**src/rtl/regfile_mp.sv**
```systemverilog
// Multi-port integer register file with per-register busy scoreboard and hardwired-zero x0.
// Zero-latency reads (optional same-cycle write bypass); writes, allocs, flush and reset take effect on the rising edge.
module regfile_mp #(
    parameter int WIDTH  = 32,
    parameter int ADDR   = 5,
    parameter int NREAD  = 2,
    parameter int NWRITE = 1,
    parameter int BYPASS = 1
) (
    input  logic                    clk_i,
    input  logic                    reset_i,
    input  logic [NREAD*ADDR-1:0]   rd_addr_i,
    output logic [NREAD*WIDTH-1:0]  rd_data_o,
    output logic [NREAD-1:0]        rd_busy_o,
    input  logic [NWRITE-1:0]       wr_en_i,
    input  logic [NWRITE*ADDR-1:0]  wr_addr_i,
    input  logic [NWRITE*WIDTH-1:0] wr_data_i,
    input  logic                    alloc_en_i,
    input  logic [ADDR-1:0]         alloc_addr_i,
    input  logic                    flush_i
);
    localparam int NENTRY = 2**ADDR;

    if (NREAD < 1)  begin : g_bad_nread  $error("regfile_mp: NREAD must be >= 1");  end
    if (NWRITE < 1) begin : g_bad_nwrite $error("regfile_mp: NWRITE must be >= 1"); end
    if (ADDR < 1)   begin : g_bad_addr   $error("regfile_mp: ADDR must be >= 1");   end

    logic [WIDTH-1:0]  data_q [NENTRY];
    logic [WIDTH-1:0]  data_d [NENTRY];
    logic [NENTRY-1:0] busy_q;
    logic [NENTRY-1:0] busy_d;

    // Ascending port order lets the highest-index writer win; busy priority is
    // applied lowest first (write-clear, then flush, then alloc) so later stages override.
    always_comb begin
        data_d = data_q;
        busy_d = busy_q;
        for (int j = 0; j < NWRITE; j++) begin
            if (wr_en_i[j] && (wr_addr_i[j*ADDR +: ADDR] != '0)) begin
                data_d[wr_addr_i[j*ADDR +: ADDR]] = wr_data_i[j*WIDTH +: WIDTH];
                busy_d[wr_addr_i[j*ADDR +: ADDR]] = 1'b0;
            end
        end
        if (flush_i) begin
            busy_d = '0;
        end
        if (alloc_en_i && (alloc_addr_i != '0)) begin
            busy_d[alloc_addr_i] = 1'b1;
        end
        data_d[0] = '0;
        busy_d[0] = 1'b0;
    end

    always_ff @(posedge clk_i) begin
        if (reset_i) begin
            for (int k = 0; k < NENTRY; k++) begin
                data_q[k] <= '0;
            end
            busy_q <= '0;
        end else begin
            data_q <= data_d;
            busy_q <= busy_d;
        end
    end

    always_comb begin
        logic [ADDR-1:0] ra;
        rd_data_o = '0;
        rd_busy_o = '0;
        for (int i = 0; i < NREAD; i++) begin
            ra = rd_addr_i[i*ADDR +: ADDR];
            rd_data_o[i*WIDTH +: WIDTH] = data_q[ra];
            rd_busy_o[i] = busy_q[ra];
            if (BYPASS != 0) begin
                for (int j = 0; j < NWRITE; j++) begin
                    if (wr_en_i[j] && (wr_addr_i[j*ADDR +: ADDR] == ra)) begin
                        rd_data_o[i*WIDTH +: WIDTH] = wr_data_i[j*WIDTH +: WIDTH];
                        rd_busy_o[i] = 1'b0;
                    end
                end
            end
            if (ra == '0) begin
                rd_data_o[i*WIDTH +: WIDTH] = '0;
                rd_busy_o[i] = 1'b0;
            end
        end
    end
endmodule
```
**config.mk**
```make
export PLATFORM = sky130hd
export DESIGN_NAME = regfile_mp
export DESIGN_NICKNAME = d
export VERILOG_FILES = /design/src/rtl/regfile_mp.sv
export SDC_FILE = /design/constraint.sdc
export NUM_CORES = 2
export LEC_CHECK = 0
export ABC_CLOCK_PERIOD_IN_PS = 3300
export CAP_MARGIN = 40
export CORE_ASPECT_RATIO = 2
export CORE_UTILIZATION = 60
export CTS_CLUSTER_DIAMETER = 60
export DETAILED_ROUTE_END_ITERATION = 7
export PLACE_DENSITY_LB_ADDON = 0.3
export RECOVER_POWER = 100
export SKIP_CTS_REPAIR_TIMING = 1
export SYNTH_ARGS = -nofsm -noshare
export SYNTH_HDL_FRONTEND = slang
export SYNTH_SLANG_ARGS = --single-unit
```
**constraint.sdc**
```tcl
create_clock -name clk_i -period 3.3 [get_ports clk_i]
set_input_delay 0.66 -clock clk_i [delete_from_list [all_inputs] [get_ports clk_i]]
set_output_delay 0.66 -clock clk_i [all_outputs]
set_load 0.01 [all_outputs]
```
## Yosys cells after proc, flatten, opt, wreduce, memory -nomap -nowiden

Cells that the tools add are included.

| storage, ports and cells | value |
|---|---|
| register bits | 1,056 |
| logic and storage cells | 91 |

| operators by class | value |
|---|---|
| multiplexer cells | 28 |
| bitwise logic cells | 6 |
| equality and inequality tests | 2 |
| reductions and logical operators | 11 |
| magnitude comparators | 10 |

Operator list:

| kind | number |
|---|---|
| 1024-bit bitwise mux | 1 |
| 32-bit 2-to-1 mux | 12 |
| 32-bit binary-select mux with 5-bit select | 2 |
| 32-bit demux with 5-bit select | 1 |
| 32-bit bitwise AND | 1 |
| 32-bit NOT | 1 |
| 32-bit bitwise OR | 1 |
| 5-bit by 6-bit less-than comparator with 1-bit output (second input constant) | 4 |
| 6-bit greater-or-equal comparator (second input constant) | 3 |
| 5-bit NOT with 6-bit output | 3 |
| 1-bit binary-select mux with 5-bit select | 2 |
| 1-bit demux with 5-bit select | 2 |
| 5-bit equality test | 2 |
| 5-bit by 1-bit greater-or-equal comparator with 1-bit output (second input constant) | 2 |
| 5-bit logical NOT | 2 |
| 5-bit nonzero test | 2 |
| 1-bit 2-to-1 mux | 8 |
| 1-bit logical AND | 7 |
| 6-bit by 1-bit less-than comparator with 1-bit output (second input constant) | 1 |

## Depth between registers and ports, before layout

| logic depth | value |
|---|---|
| depth after elaboration | 10 |
| depth in mapped cells | 10 |
| depth with buffers taken out | 5 |

## Worst setup path before layout

OpenSTA, ideal clock, no wires.

| timing | value |
|---|---|
| kind | input port to output port |
| start | input port rd_addr_i[5] |
| end | output port rd_data_o[45] |
| slack | 0.304 ns |
| data arrival time | 2.336 ns |
| stages on the path | 7 |
| path buffers | 3 |
| data required time | 2.640 ns |
| cells stage by stage | buf_4 -> buf_4 -> buf_2 -> mux4_2 -> a211oi_1 -> a21oi_1 -> a32o_1 |

| between the ends | value |
|---|---|
| word-level cells in the longest chain between the ends | 6 |
| elaborated cells on any way between the ends | 9 |

Ends and longest elaborated chain:

| item | line | RTL |
|---|---|---|
| start, declared | 12 | `input logic [NREAD*ADDR-1:0] rd_addr_i,` |
| 5-bit NOT with 6-bit output (implied by the code) | 72 | `rd_data_o[i*WIDTH +: WIDTH] = data_q[ra];` |
| 32-bit binary-select mux with 5-bit select | 72 |  |
| 32-bit 2-to-1 mux (implied by the code) (2 in series) | 72 |  |
| 32-bit 2-to-1 mux | 76 | `if (wr_en_i[j] && (wr_addr_i[j*ADDR +: ADDR] == ra)) begin` |
| 32-bit 2-to-1 mux (*) | 82 | `if (ra == '0) begin` |
| end, declared | 13 | `output logic [NREAD*WIDTH-1:0] rd_data_o,` |

Every way passes the cells marked *; elsewhere a longest branch is shown, timed or not. The select of a mux whose other input is x is not followed.

## Worst setup path after layout

| timing | value |
|---|---|
| start | register data_q[506] (netlist name) |
| end | output port rd_data_o[26] |

| between the ends | value |
|---|---|
| word-level cells in the longest chain between the ends | 5 |

Ends and longest elaborated chain:

| item | line | RTL |
|---|---|---|
| start, declared | 28 | `logic [WIDTH-1:0] data_q [NENTRY];` |
| start signal, assigned | 61 | `data_q <= data_d;` |
| 32-bit binary-select mux with 5-bit select | 72 |  |
| 32-bit 2-to-1 mux (implied by the code) (2 in series) | 72 |  |
| 32-bit 2-to-1 mux | 76 |  |
| 32-bit 2-to-1 mux | 82 |  |

Every way passes these cells. The select of a mux whose other input is x is not followed.

==> results.toml <==
[run_status]
status = "finished, violations left"
failed_checks = "DRC, capacitance limit, slew limit, setup timing"

[setup_path]
r2r_cells = 2
critPathCapture = "rd_data_o[26]"
r2r_start = "data_q[750]"
cp_data_arrival_time_ns = 2.82
critPathLaunchType = "register"
path_max_fanout = 3
critPathKind = "reg -> out"
crit_path_start = "data_q[506]"
rrSetupSlack_ns = 2.49
cp-end-kind = "primary output"
r2r-end = "data_q[750]"
crit_required_ns = 2.64

[placed_design]
placedCellCount = 7442
port_buffers = 122
dpl.hpwl_um = 159000
place_congestion = 1.07

[clock_network]
htreeDepth = 3
numCtsBuffers = 88
clk_pin_slew_worst_paths_ns = 0.07
cts-root-buf = "clkbuf_16"
clk_latency_ns = 0.77
clk_path_buf_depth = 3
numClockSinks = 1023
tritoncts = "done"

[route]
dr.first_iter.drc_count = 9691
drc = 88
avgRoutedWirePerCell_um = 33.4
drtAntennaViolNets = 0
wl_um = 257000
vias_per_cell = 7.34
dr_total_vias = 56500
drtPass1Iterations = 8

[yosys]
synth_compound_area_frac = 0.148
synth_fa_ha_area_frac = 0
ys_seq_area_frac = 0.386
synth_nets = 6243
yosysTopAreaCell = "dfxtp_1"
synth_top_family_by_area = "multiplexers"
synthMuxAreaShare = 0.230
synth_ff_type = "dfxtp_1"
yosys-top-cells-area = "dfxtp_1, mux4_2, nand2_1, a21oi_1, clkbuf_1"
yosysTopAreaCellShare = 0.386
synthSimpleGateAreaFrac = 0.180
synthCells = 6186
ys_ff_latch = 1023
netlist_area_um2 = 53000
avgSynthCellArea_um2 = 8.57
synth_xor_area_frac = 0.00165
synth-edff-count = 0
ys_types = 50
synthArstFlopShare = 0
ys_warn_count = 0

[power]
peakVddDrop_mv = 0.430
power_density_nw_per_um2 = 427
power.leakage_nw = 22.9
p_total_w = 0.0273

[timing]
setup_viol = 75
slew_headroom = -0.126
hold_viol_final = 0
worst_pin_slew_ns = 1.69
slew_viol_final = 29
min_period_ns = 3.48
rsz0062_at_grt = "true"
setup_ws_ns = -0.184
period_share = 1.06
max_freq_ghz = 0.287
skew_ns = 0

[job]
drv_cap = 2

[final_layout]
mostFrequentLayoutCell = "nand2_1"
syn2layout_area_growth_pct = 20.5
num-nets-final = 6490
fin_cells = 7698
final_cell_mix = "nand2_1, a21oi_1, dfxtp_1"
n_fill_cell = 6302
drive_gt1_frac = 0.234

[floorplan]
die_x_um = 212
die_y_um = 422
initial_core_util = 0.607
row_count = 153
coreArea_um2 = 87300
io_pins = 123
die_area_um2 = 89700

[global_routing]
grt_first_pass_wirelength_um = 360000
grt_overflow = 0
grt_pass1_vias = 54000
grt_usage = 0.563
grt_max_degree = 139
antenna_found_initial = 25

[worst_hold_path]
min-delay-path-class = "in -> reg"
layer usage:
metal | share of wire | track usage
met5 | 0.0025 | 0.0195
met4 | 0.14 | 0.573
met3 | 0.17 | 0.292
met1 | 0.28 | 0.592
met2 | 0.40 | 0.779
sequential cells by signal (all words and copies together), names as in the netlist:
| register | count |
|---|---|
| data_q | 992 |
| busy_q | 31 |
Yosys cell counts, types with 9 or more instances:
cell and number:
buf_2 98, nor2_1 124, a32oi_1 31, nand3_1 25, a21oi_1 1048, nand2_1 2061
or2_2 9, a221oi_1 24, buf_6 11, o22ai_1 47, nor4_1 20, a211oi_1 12
buf_4 41, dfxtp_1 1023, o221a_2 10, nor3_1 74, nor2b_1 27, and2_1 9
buf_1 19, mux2_2 114, a221o_1 17, a32o_1 9, a22o_1 41, mux4_2 406
mux2i_1 177, clkbuf_1 487, nand2b_1 43, o21ai_0 38, a22oi_1 62, o221ai_1 17
per-stage QoR:
stage / worst slack, ns / util / hold slack (ns) / area, um^2 / setup TNS [ns]
CTS: -0.925 / 0.718 / 0.363 / 62700 / -42.18
global placement: -0.931 / 0.684 / 0.448 / 59700 / -41.16
detailed placement: -0.904 / 0.684 / 0.458 / 59700 / -40.78
finish: -0.184 / 0.732 / 0.316 / 63900 / -3.44
global route: -0.151 / 0.731 / 0.338 / 63800 / -2.84
floorplan: 0.304 / - / 0.442 / 53000 / 0
worst min path at each step:
stage / to / from / slack, ns / cells after the start
6_report: data_q[94] / reset_i / 0.32 / 2
5_1_grt: data_q[172] / reset_i / 0.34 / 2
4_1_cts: data_q[94] / reset_i / 0.36 / 2
3_5_place_dp: data_q[266] / data_q[266] / 0.46 / 2
3_3_place_gp: data_q[432] / data_q[432] / 0.45 / 2
2_1_floorplan: data_q[896] / data_q[896] / 0.44 / 2
worst max-delay path, stage by stage (launching register included):
cell and delay (ns):
dfxtp_1 0.32, mux4_2 0.44, mux2_2 0.30, o22ai_4 0.33, nor3_1 0.11, a311o_1 0.36
buf_2 0.17
cell type report:
class / instances / area (um^2) / share of cell area
Clock buffer: 132 / 2580 / 0.0404
Antenna cell: 31 / 77.6 / 0.00121
Timing Repair Buffer: 816 / 8300 / 0.130
Inverter: 1 / 3.75 / 0.0000587
Multi-Input combinational cell: 4503 / 30600 / 0.478
Sequential cell: 1023 / 20500 / 0.321
Clock inverter: 30 / 424 / 0.00664
Tap cell: 1162 / 1450 / 0.0227
power by group:
part	internal, W	switching, W	total, W
Sequential	0.0124	0.0000727	0.0125
Clock	0.00607	0.00518	0.0113
Combinational	0.00135	0.00217	0.00352
cell families after synthesis:
logic type | Yosys count
buf+inv | 660
compound gates | 1381
xor+xnor | 10
mux | 697
flops | 1023
simple gates | 2415
Note: power is estimated with default switching activity, not from simulation.
